--- src/rtl/bcd_sub_seq.sv ---
// bcd_sub_seq: digit-serial BCD |A-B| with sign flag, one shared subtract/borrow stage
module bcd_sub_seq #(
  parameter int DIGITS = 3
) (
  input  logic                clk,
  input  logic                rst,
  input  logic                start,
  input  logic [4*DIGITS-1:0] A,
  input  logic [4*DIGITS-1:0] B,
  output logic                busy,
  output logic                done,
  output logic [4*DIGITS-1:0] Y,
  output logic                neg,
  output logic                err
);
  localparam int IW = DIGITS > 1 ? $clog2(DIGITS) : 1;
  localparam int W = 4 * DIGITS;
  typedef enum logic [1:0] {IDLE, SUB, NEG, DONE} state_t;
  state_t r_state, w_state;
  logic [IW-1:0] r_idx, w_idx;
  logic r_borrow, w_borrow, r_neg, w_neg, r_err, w_err;
  logic [W-1:0] r_a, w_a, r_b, w_b, r_work, w_work, r_y, w_y;
  logic [3:0] w_x, w_s, w_digit;
  logic [4:0] w_d;
  logic w_bout, w_last, w_valid;
  // shared digit stage: NEG pass subtracts the work digit from zero (ten's complement)
  always_comb begin
    w_x = r_state == NEG ? 4'd0 : r_a[4*r_idx +: 4];
    w_s = r_state == NEG ? r_work[4*r_idx +: 4] : r_b[4*r_idx +: 4];
    w_d = {1'b0, w_x} - {1'b0, w_s} - {4'd0, r_borrow};
    w_bout = w_d[4];
    w_digit = w_bout ? w_d[3:0] + 4'd10 : w_d[3:0];
    w_last = r_idx == IW'(DIGITS - 1);
  end
  // operands are accepted only when every digit of both is a legal BCD digit
  always_comb begin
    w_valid = 1'b1;
    for (int i = 0; i < DIGITS; i++)
      if (A[4*i +: 4] > 4'd9 || B[4*i +: 4] > 4'd9) w_valid = 1'b0;
  end
  // next-state and datapath updates
  always_comb begin
    w_state = r_state;
    w_idx = r_idx;
    w_borrow = r_borrow;
    w_a = r_a;
    w_b = r_b;
    w_work = r_work;
    w_y = r_y;
    w_neg = r_neg;
    w_err = 1'b0;
    case (r_state)
      IDLE: if (start) begin
        if (w_valid) begin
          w_a = A;
          w_b = B;
          w_idx = '0;
          w_borrow = 1'b0;
          w_state = SUB;
        end else w_err = 1'b1;
      end
      SUB, NEG: begin
        w_work[4*r_idx +: 4] = w_digit;
        w_borrow = w_bout;
        w_idx = r_idx + 1'b1;
        if (w_last) begin
          w_idx = '0;
          if (r_state == SUB && w_bout) begin
            w_borrow = 1'b0;
            w_state = NEG;
          end else begin
            w_borrow = 1'b0;
            w_y = w_work;
            w_neg = r_state == NEG;
            w_state = DONE;
          end
        end
      end
      default: w_state = IDLE;
    endcase
  end
  // state and datapath registers
  always_ff @(posedge clk or posedge rst) begin
    if (rst) begin
      r_state <= IDLE;
      r_idx <= '0;
      r_borrow <= 1'b0;
      r_a <= '0;
      r_b <= '0;
      r_work <= '0;
      r_y <= '0;
      r_neg <= 1'b0;
      r_err <= 1'b0;
    end else begin
      r_state <= w_state;
      r_idx <= w_idx;
      r_borrow <= w_borrow;
      r_a <= w_a;
      r_b <= w_b;
      r_work <= w_work;
      r_y <= w_y;
      r_neg <= w_neg;
      r_err <= w_err;
    end
  end
  assign busy = r_state != IDLE;
  assign done = r_state == DONE;
  assign Y = r_y;
  assign neg = r_neg;
  assign err = r_err;
endmodule

--- config.mk ---
export PLATFORM = sky130hd
export DESIGN_NAME = bcd_sub_seq
export DESIGN_NICKNAME = d
export VERILOG_FILES = /design/src/rtl/bcd_sub_seq.sv
export SDC_FILE = /design/constraint.sdc
export NUM_CORES = 1
export LEC_CHECK = 0
export CAP_MARGIN = 25
export CORE_ASPECT_RATIO = 1.1
export CORE_MARGIN = 1.5
export CORE_UTILIZATION = 40
export CTS_CLUSTER_SIZE = 40
export DETAILED_ROUTE_END_ITERATION = 16
export GPL_TIMING_DRIVEN = 0
export SLEW_MARGIN = 15
export SYNTH_ARGS = -nofsm -noshare
export SYNTH_HDL_FRONTEND = slang
export SYNTH_SLANG_ARGS = --single-unit
--- constraint.sdc ---
create_clock -name clk -period 5.4 [get_ports clk]
set_input_delay 1.62 -clock clk [delete_from_list [all_inputs] [get_ports clk]]
set_output_delay 1.62 -clock clk [all_outputs]
set_load 0.03 [all_outputs]
==> impl_results.md, run 1 <==
* Status: completed
* IO Count at 43
* Core area at around 0.0074 mm^2
* Global route overflow at 0
* Synthesized area at 0.00301 mm^2
* Fraction of layout cells with a size suffix above 1 at 0.126
* Per-cell routed wire length at 15.7 um
* Met1 usage at 0.228
* Max-slew violations at 0
* Worst Path Max Fanout at 10
* TritonCTS clock tree: done
* Mapped Nets at 318
* Post-synth EDFFs at 0
* Largest cells by area after synthesis: dfrtp_1, mux2_2, ha_1
* Vias in the first global route at 2,262
* Synth area leader: dfrtp_1
* Vias at 2,203
* Most used routing layer: met2
* Htree depth at 2
* Slew headroom at 0.509
* Hold crit path type: reg2reg
* Initial Util at 0.407
* Post-Route WL at 6.48 mm
* Die Y-Extent at 94.0 um
* Distinct cell type count after synthesis at 39
* Crit start category: flip-flop
* Post-DP HPWL at roughly 5.1 mm
* Area Growth Syn to Fin at 21.2%
* WHS Path Cells at 1
* Final #Nets at around 370
* Initial DRT Pass Iterations at 4
* Worst-path cell chain: inv_1, ha_1, clkbuf_1, mux2i_1, o21ai_0, fa_1, inv_1, fa_1, nand2b_1, a21o_1, xor2_1, mux2i_1, o221ai_1
* Worst path max stage delay at 0.66 ns
* Inserted Diodes at 0
* Reg2reg start: r_state[0]$_DFFE_PP0P_
* Final setup viols at 0
* Worst Path Arrival at 4.40 ns
* Vias per inst at 5.33
* Area share of the largest cell type after synthesis at 0.457
* Reg2reg setup slack at 1.16 ns
* CTS Hold Buffers Added at 0
* GRT Overall Usage at 0.175
* PostCTS Resize Cnt at 0
* GPL Wtd Cong at 0.795
* RR Endpoint: Y[10]$_DFFE_PP0P_
* Worst skew pair latency at between 0.3 and 0.4 ns
* Setup bufs post-CTS at 0
* Slowest stage cell, crit path: mux2i_1
* Final hold vios at 0
* Antenna Nets Post-Route at 0
* Initial antenna violation count at 0
* First-pass GRT wire length at 11.1 mm
* #FFs+latches synth at 55
* DR DRC count at 0
* Final period util at 0.786
* Max-cap violations at 0
* Post-layout min period at 4.24 ns
* Max Clock Freq at 0.236 GHz
* Global Route met2 Usage at 0.297
* Syn Area/Cell at 10.9 um^2
* Worst-Margin Slew at 0.732 ns
* Hold path startpoint: r_a[4]$_DFFE_PP0P_
* Unrepaired setup endpoints after global routing: no
* Delay-heaviest family, CP: adder cells
* Critical path capture point type: flip-flop
* Die Span X at 85.7 um
* Bufs and invs on worst path at 3
* IO Port Bufs at 42
* Post-Synthesis Cells at 275
* Met3 Track Usage GR at 0.0334
* Clock transition at the registers of the reported paths at 0.10 ns
* R2r worst-path depth at 13
* Row cnt at 33
* CTS sink cnt at 55
* Post-synthesis sequential area ratio at 0.457
* Total CTS buffers at 5
* Hold EP: r_a[4]$_DFFE_PP0P_
* 1st-iter DRT viols at 80
* Async set-reset flop share out of synthesis at 1.00
* Largest net degree at the start of global routing at 37
* Die ar. at slightly above 0.008 mm^2
* Clock Tree Buf Depth at 2
* Worst setup path class: reg2reg
* Final setup TNS at 0 ns
* Clk root buf: clkbuf_8
* Synth warn at 0
* # fillers at 679
* Synth Flop Type: dfrtp_1
* Req. time, crit path at 5.56 ns
* Worst Skew at 0.0118 ns
==> metrics by stage <==
step	area [um^2]	hold WS, ns	utilization	setup slack, ns	std cells
after floorplan	3010	0.453	-	1.99	275
after global placement	3540	0.473	0.479	1.14	404
after detailed placement	3560	0.476	0.482	1.15	405
after CTS	3650	0.500	0.494	1.13	413
after global routing	3650	0.528	0.494	0.734	413
final	3650	0.495	0.494	1.16	413
==> logic make-up (layout without fill, tap and decap cells) <==
logic type | Yosys count | after routing | synth area share
buffers and inverters | 25 | 76 | 0.0382
and+or+nand+nor | 80 | 80 | 0.141
AOI/OAI and AO/OA | 52 | 52 | 0.111
muxes | 43 | 43 | 0.170
adders and majority gates | 16 | 16 | 0.0715
DFF | 55 | 55 | 0.457
xor gates and xnor gates | 4 | 4 | 0.0116
==> layout make-up <==
type | count | area [um^2] | share of cell area
clock inverter | 2 | 17.5 | 0.00480
buffer | 8 | 51.3 | 0.0141
sequential | 55 | 1380 | 0.377
multi-input combinational | 195 | 1520 | 0.416
clock buffer | 6 | 72.6 | 0.0199
tap | 87 | 109 | 0.0298
timing repair buffer | 43 | 440 | 0.121
inverter | 17 | 63.8 | 0.0175
==> cells in the final DEF (no fill, tap or decap), types with 3 or more instances in the layout <==
master,netlist,routed
inv_1,17,16
o21ai_0,26,26
nor2_1,10,10
nand2b_1,10,10
a22o_1,3,3
o21ai_1,3,3
xor2_1,3,3
mux2_1,5,5
dfrtp_1,55,55
a21oi_1,5,5
a31oi_1,3,3
mux4_2,4,4
clkdlybuf4s50_1,0,42
mux2_2,20,20
o221ai_1,6,6
nor2b_1,6,6
nand2_1,34,34
nand3b_1,7,7
ha_1,14,14
clkbuf_8,0,5
clkbuf_1,3,4
mux2i_1,14,14
==> synth_stat cells, types with 4 or more instances <==
master    number
nand2b_1      10
a21oi_1        5
nor2_1        10
o221ai_1       6
mux2i_1       14
mux2_1         5
inv_1         17
nor2b_1        6
dfrtp_1       55
nand2_1       34
nand3b_1       7
o21ai_0       26
mux2_2        20
ha_1          14
mux4_2         4
==> sequential cells by signal (all words and copies together), names as in the netlist <==
name and count:
r_b 12, r_idx 2, Y 12, r_borrow 1
r_a 12, neg 1, err 1, r_work 12
r_state 2
==> worst register-to-register path, cell delays in order (launching register included) <==
cell and delay [ns]:
dfrtp_1 0.42, inv_1 0.11, ha_1 0.35, clkbuf_1 0.47
mux2i_1 0.14, o21ai_0 0.24, fa_1 0.21, inv_1 0.06
fa_1 0.44, nand2b_1 0.20, a21o_1 0.23, xor2_1 0.38
mux2i_1 0.66, o221ai_1 0.19
==> how the worst max path moves through the flow <==
| stage | to | cells past startpoint | start |
|---|---|---|---|
| finish | Y[10]$_DFFE_PP0P_ | 13 | r_state[0]$_DFFE_PP0P_ |
| global route | Y[10]$_DFFE_PP0P_ | 13 | r_state[0]$_DFFE_PP0P_ |
| global placement | Y[2]$_DFFE_PP0P_ | 13 | r_state[0]$_DFFE_PP0P_ |
| detailed placement | Y[6]$_DFFE_PP0P_ | 13 | r_state[0]$_DFFE_PP0P_ |
| CTS | Y[10]$_DFFE_PP0P_ | 13 | r_state[0]$_DFFE_PP0P_ |
| floorplan | Y[3]$_DFFE_PP0P_ | 14 | r_state[0]$_DFFE_PP0P_ |
==> metal layers <==
metal | up-vias | wire length (um)
li1 | 1067 | -
met5 | - | 0
met2 | 59 | 3100
met1 | 1064 | 3000
met3 | 13 | 215
met4 | 0 | 156
Power of run 1 is left out: the tool's default activity adds up to more than one toggle a clock period on the data nets, which glitch-free logic cannot reach.
==> inputs of run 2 (changes only) <==
==> constraint.sdc (replaced) <==
create_clock -name clk -period 4.45 [get_ports clk]
set_input_delay 1.335 -clock clk [delete_from_list [all_inputs] [get_ports clk]]
set_output_delay 1.335 -clock clk [all_outputs]
set_load 0.03 [all_outputs]
==> impl_results.md, run 2 (synthesis gave the netlist of run 1 again) <==
* Status: completed
* Delay-heaviest family, CP: multiplexers
* WHS Path Cells at 1
* Worst path max stage delay at 0.57 ns
* Unrepaired setup endpoints after global routing: no
* Commonest non-fill, non-tap cell in the layout: dfrtp_1
* Most frequent cells in the layout: dfrtp_1, clkdlybuf4s50_1, nand2_1
* Most used cell, CP: fa_1
* Clock transition at the registers of the reported paths at 0.10 ns
* Max-cap violations at 0
* GPL Wtd Cong at 0.795
* Worst skew pair latency at between 0.3 and 0.4 ns
* Setup bufs post-CTS at 0
* Per-cell routed wire length at between 15 and 20 um
* Slew headroom at 0.626
* CTS sink cnt at between 50 and 60
* Area Growth Syn to Fin at 21.9%
* Cells after DPL at slightly above 400
* Final setup viols at 0
* Post-DP HPWL at 5.07 mm
* Post-layout min period at 3.94 ns
* TritonCTS clock tree: done
* RR Endpoint: Y[10]$_DFFE_PP0P_
* 1st-iter DRT viols at 80
* Max-slew violations at 0
* First-pass GRT wire length at 11.1 mm
* Die Span X at between 80 and 90 um
* Largest net degree at the start of global routing at 37
* Clk root buf: clkbuf_8
* Global Route met2 Usage at 0.297
* Final setup TNS at 0 ns
* Met1 usage at 0.228
* IO Count at between 40 and 50
* R2r worst-path depth at 12
* Bufs and invs on worst path at 2
* CTS Hold Buffers Added at 0
* Final #Nets at 368
* Critical path capture point type: flip-flop
* Met3 Track Usage GR at 0.0334
* Total CTS buffers at 5
* Worst setup path class: reg2reg
* Final period util at 0.885
* Post-Route WL at between 6 and 7 mm
* Hold EP: r_a[4]$_DFFE_PP0P_
* Reg2reg setup slack at 0.51 ns
* Req. time, crit path at 4.62 ns
* Initial DRT Pass Iterations at 4
* Slowest stage cell, crit path: mux4_2
* Worst Path Arrival at between 4 and 5 ns
* Die Y-Extent at 94.0 um
* Global route overflow at 0
* Htree depth at 2
* IO Port Bufs at 42
* Worst Path Max Fanout at 10
* Crit start category: flip-flop
* Clock Tree Buf Depth at 2
* GRT Overall Usage at 0.175
* Inserted Diodes at 0
* Die ar. at about 0.0081 mm^2
* Final hold vios at 0
* Post-Layout Cell Count at 413
* Vias per inst at 5.35
* Vias at 2,208
* Hold path startpoint: r_a[4]$_DFFE_PP0P_
* DR DRC count at 0
* Most used routing layer: met2
* Initial Util at 0.407
* Row cnt at 33
* Fraction of layout cells with a size suffix above 1 at 0.138
* Core area at 0.00739 mm^2
* Antenna Nets Post-Route at 0
* Initial antenna violation count at 0
* Worst-Margin Slew at 0.560 ns
* Worst Skew at 0.0120 ns
* Reg2reg start: r_idx[0]$_DFFE_PP0P_
* Worst-path cell chain: buf_2, mux4_2, nand2_1, o21ai_0, fa_1, inv_1, fa_1, nand2b_1, a21o_1, xor2_1, mux2i_2, o221ai_1
* Hold crit path type: reg2reg
* Max Clock Freq at 0.254 GHz
* Vias in the first global route at 2,262
## run 2: changes by cell type in the layout (fill, tap and decap cells not counted)
cell,before,now
mux2i_2,0,1
clkbuf_1,4,3
xnor2_1,1,0
xor2_2,0,1
xor2_1,3,2
clkbuf_2,0,1
mux2i_1,14,13
xnor2_2,0,1
## run 2: stage by stage
stage / hold slack [ns] / setup WS [ns] / utilization / area, um^2
4_1_cts: 0.500 / 0.177 / 0.494 / 3650
6_report: 0.495 / 0.512 / 0.497 / 3670
2_1_floorplan: 0.453 / 1.04 / - / 3010
5_1_grt: 0.528 / 0.149 / 0.497 / 3670
3_3_place_gp: 0.473 / 0.190 / 0.479 / 3540
3_5_place_dp: 0.476 / 0.199 / 0.482 / 3560
## run 2: cell type report
| class | instances | area [um^2] |
|---|---|---|
| sequential | 55 | 1380 |
| fill | 677 | 3720 |
| clock inverter | 2 | 17.5 |
| clock buffer | 6 | 72.6 |
| multi-input combinational | 195 | 1540 |
| tap | 87 | 109 |
| buffer | 8 | 52.6 |
| timing repair buffer | 43 | 440 |
| inverter | 17 | 63.8 |
## run 2: timing repair
item                                    CTS  global route
hold endpoints to repair                  0             0
gates resized for setup                   0             5
endpoints found under the setup margin    0            18
## run 2: worst max path at each step
stage | slack, ns | startpoint | end | depth (start not counted)
final | 0.51 | r_idx[0]$_DFFE_PP0P_ | Y[10]$_DFFE_PP0P_ | 12
after global routing | 0.15 | r_state[0]$_DFFE_PP0P_ | Y[10]$_DFFE_PP0P_ | 13
after CTS | 0.18 | r_state[0]$_DFFE_PP0P_ | Y[10]$_DFFE_PP0P_ | 13
after detailed placement | 0.20 | r_state[0]$_DFFE_PP0P_ | Y[6]$_DFFE_PP0P_ | 13
after global placement | 0.19 | r_state[0]$_DFFE_PP0P_ | Y[2]$_DFFE_PP0P_ | 13
after floorplan | 1.04 | r_state[0]$_DFFE_PP0P_ | Y[3]$_DFFE_PP0P_ | 14
## run 2: routing by layer
layer	part of all wire	wire length, um
met4	0.024	155
met1	0.46	2990
met2	0.48	3090
met3	0.032	208
met5	0	0
Power of run 2 is left out for the same reason.
==> inputs of run 3 (changes only) <==
--- a/config.mk
+++ b/config.mk
@@ -6,12 +6,15 @@
 export NUM_CORES = 1
 export LEC_CHECK = 0
 export CAP_MARGIN = 25
+export CELL_PAD_IN_SITES_DETAIL_PLACEMENT = 0
+export CELL_PAD_IN_SITES_GLOBAL_PLACEMENT = 1
 export CORE_ASPECT_RATIO = 1.1
 export CORE_MARGIN = 1.5
 export CORE_UTILIZATION = 40
 export CTS_CLUSTER_SIZE = 40
 export DETAILED_ROUTE_END_ITERATION = 16
 export GPL_TIMING_DRIVEN = 0
+export PLACE_DENSITY = 0.73
 export SLEW_MARGIN = 15
 export SYNTH_ARGS = -nofsm -noshare
 export SYNTH_HDL_FRONTEND = slang
==> impl_results.md, run 3 (synthesis gave the netlist of run 1 again) <==
* Status: completed
* Critical path capture point type: flip-flop
* Vias in the first global route at about 2,300
* Vias per inst at 5.38
* Initial DRT Pass Iterations at 4
* Bufs and invs on worst path at 2
* Req. time, crit path at 4.63 ns
* Global route overflow at 0
* Most frequent cells in the layout: dfrtp_1, clkdlybuf4s50_1, nand2_1
* Worst Skew at 0.00628 ns
* Fraction of layout cells with a size suffix above 1 at 0.138
* Setup crit start: r_idx[0]$_DFFE_PP0P_
* Clock Tree Buf Depth at 2
* Slowest stage cell, crit path: mux4_2
* Total CTS buffers at 5
* Core area at 0.00739 mm^2
* Hold path startpoint: r_b[11]$_DFFE_PP0P_
* Worst-Margin Slew at 0.564 ns
* Commonest non-fill, non-tap cell in the layout: dfrtp_1
* DR DRC count at 0
* Worst path max stage delay at 0.56 ns
* Final setup TNS at 0 ns
* Inserted Diodes at 0
* First-pass GRT wire length at 11.8 mm
* Clk root buf: clkbuf_8
* 1st-iter DRT viols at 82
* TritonCTS clock tree: done
* GRT Overall Usage at 0.189
* Initial Util at 0.407
* Largest net degree at the start of global routing at 37
* IO Count at 43
* Reg2reg start: r_idx[0]$_DFFE_PP0P_
* Htree depth at 2
* Slew headroom at 0.623
* Post-DP HPWL at about 5.3 mm
* Antenna Nets Post-Route at 0
* Worst skew pair latency at just over 0.3 ns
* Final setup viols at 0
* Max-slew violations at 0
* Final #Nets at 368
* Delay-heaviest family, CP: XOR/XNOR gates
* Worst Path Arrival at 4.19 ns
* Per-cell routed wire length at 16.5 um
* Post-layout min period at 4.02 ns
* Post-Route WL at 6.82 mm
* Hold crit path type: reg2reg
* Final hold vios at 0
* Reg2reg setup slack at 0.43 ns
* Die Y-Extent at 94.0 um
* Die Span X at roughly 86 um
* Clock transition at the registers of the reported paths at 0.10 ns
* Crit start category: flip-flop
* Max Clock Freq at 0.249 GHz
* Unrepaired setup endpoints after global routing: no
* Worst-path cell chain: buf_2, mux4_2, nand2_1, o21ai_0, fa_1, inv_1, fa_1, nand2b_1, a21o_1, xor2_1, xor2_1, o21ai_0
* Vias at 2,224
* Area Growth Syn to Fin at 22.7%
* Row cnt at 33
* Worst Path Max Fanout at 10
* CTS sink cnt at 55
* IO Port Bufs at 42
* Worst setup path class: reg2reg
* Max-cap violations at 0
* GPL Wtd Cong at approximately 0.8
* Final period util at 0.903
* Initial antenna violation count at 0
* Die ar. at 0.00806 mm^2
-- run 3: cell count changes in the layout (fill, tap and decap cells not counted) --
cell and change:
clkinv_4 -2, inv_6 +1, bufinv_16 +1, xor2_1 +1, xor2_2 -1, clkbuf_8 +1
clkbuf_1 -1
-- run 3: through the flow --
| step | hold WS (ns) | instances | area [um^2] | setup WS (ns) | util |
|---|---|---|---|---|---|
| 6_report | 0.496 | 413 | 3690 | 0.432 | 0.500 |
| 5_1_grt | 0.524 | 413 | 3690 | 0.166 | 0.500 |
| 4_1_cts | 0.503 | 413 | 3680 | 0.110 | 0.498 |
| 3_5_place_dp | 0.478 | 405 | 3560 | 0.128 | 0.482 |
| 3_3_place_gp | 0.470 | 404 | 3540 | 0.160 | 0.479 |
| 2_1_floorplan | 0.453 | 275 | 3010 | 1.04 | - |
-- run 3: final cells by class --
type / instances / area, um^2
multi-input cells: 195 / 1530
plain buffers: 8 / 52.6
clock buffers: 6 / 82.6
inverters: 17 / 63.8
clock inverters: 2 / 38.8
well taps: 87 / 109
flip-flops and latches: 55 / 1380
fillers: 678 / 3700
repair buffers: 43 / 440
-- run 3: path summary, 6_finish.rpt --
check / endpoint / cells past startpoint
setup / recovery: r_work[9]$_DFFE_PP0P_ / 12
hold / removal: r_b[11]$_DFFE_PP0P_ / 1
setup reg to reg: r_work[9]$_DFFE_PP0P_ / 12
hold reg to reg: r_b[11]$_DFFE_PP0P_ / 1
max in group asynchronous: r_work[8]$_DFFE_PP0P_ / 3
min in group asynchronous: r_a[4]$_DFFE_PP0P_ / 2
-- run 3: repair_timing --
| item | in CTS | in global routing |
|---|---|---|
| gates resized for setup | 0 | 4 |
| buffers inserted | 0 | 0 |
| setup endpoints to repair | 0 | 11 |
| hold buffers | 0 | 0 |
-- run 3: per-layer routing --
| metal | share of wire | routed length (um) | global-route usage | up-vias |
|---|---|---|---|---|
| li1 | - | - | - | 1074 |
| met1 | 0.47 | 3180 | 0.249 | 1093 |
| met2 | 0.48 | 3300 | 0.324 | 47 |
| met3 | 0.034 | 234 | 0.0299 | 10 |
| met4 | 0.016 | 112 | 0.0524 | 0 |
| met5 | 0 | 0 | 0 | - |
Power of run 3 is left out for the same reason.
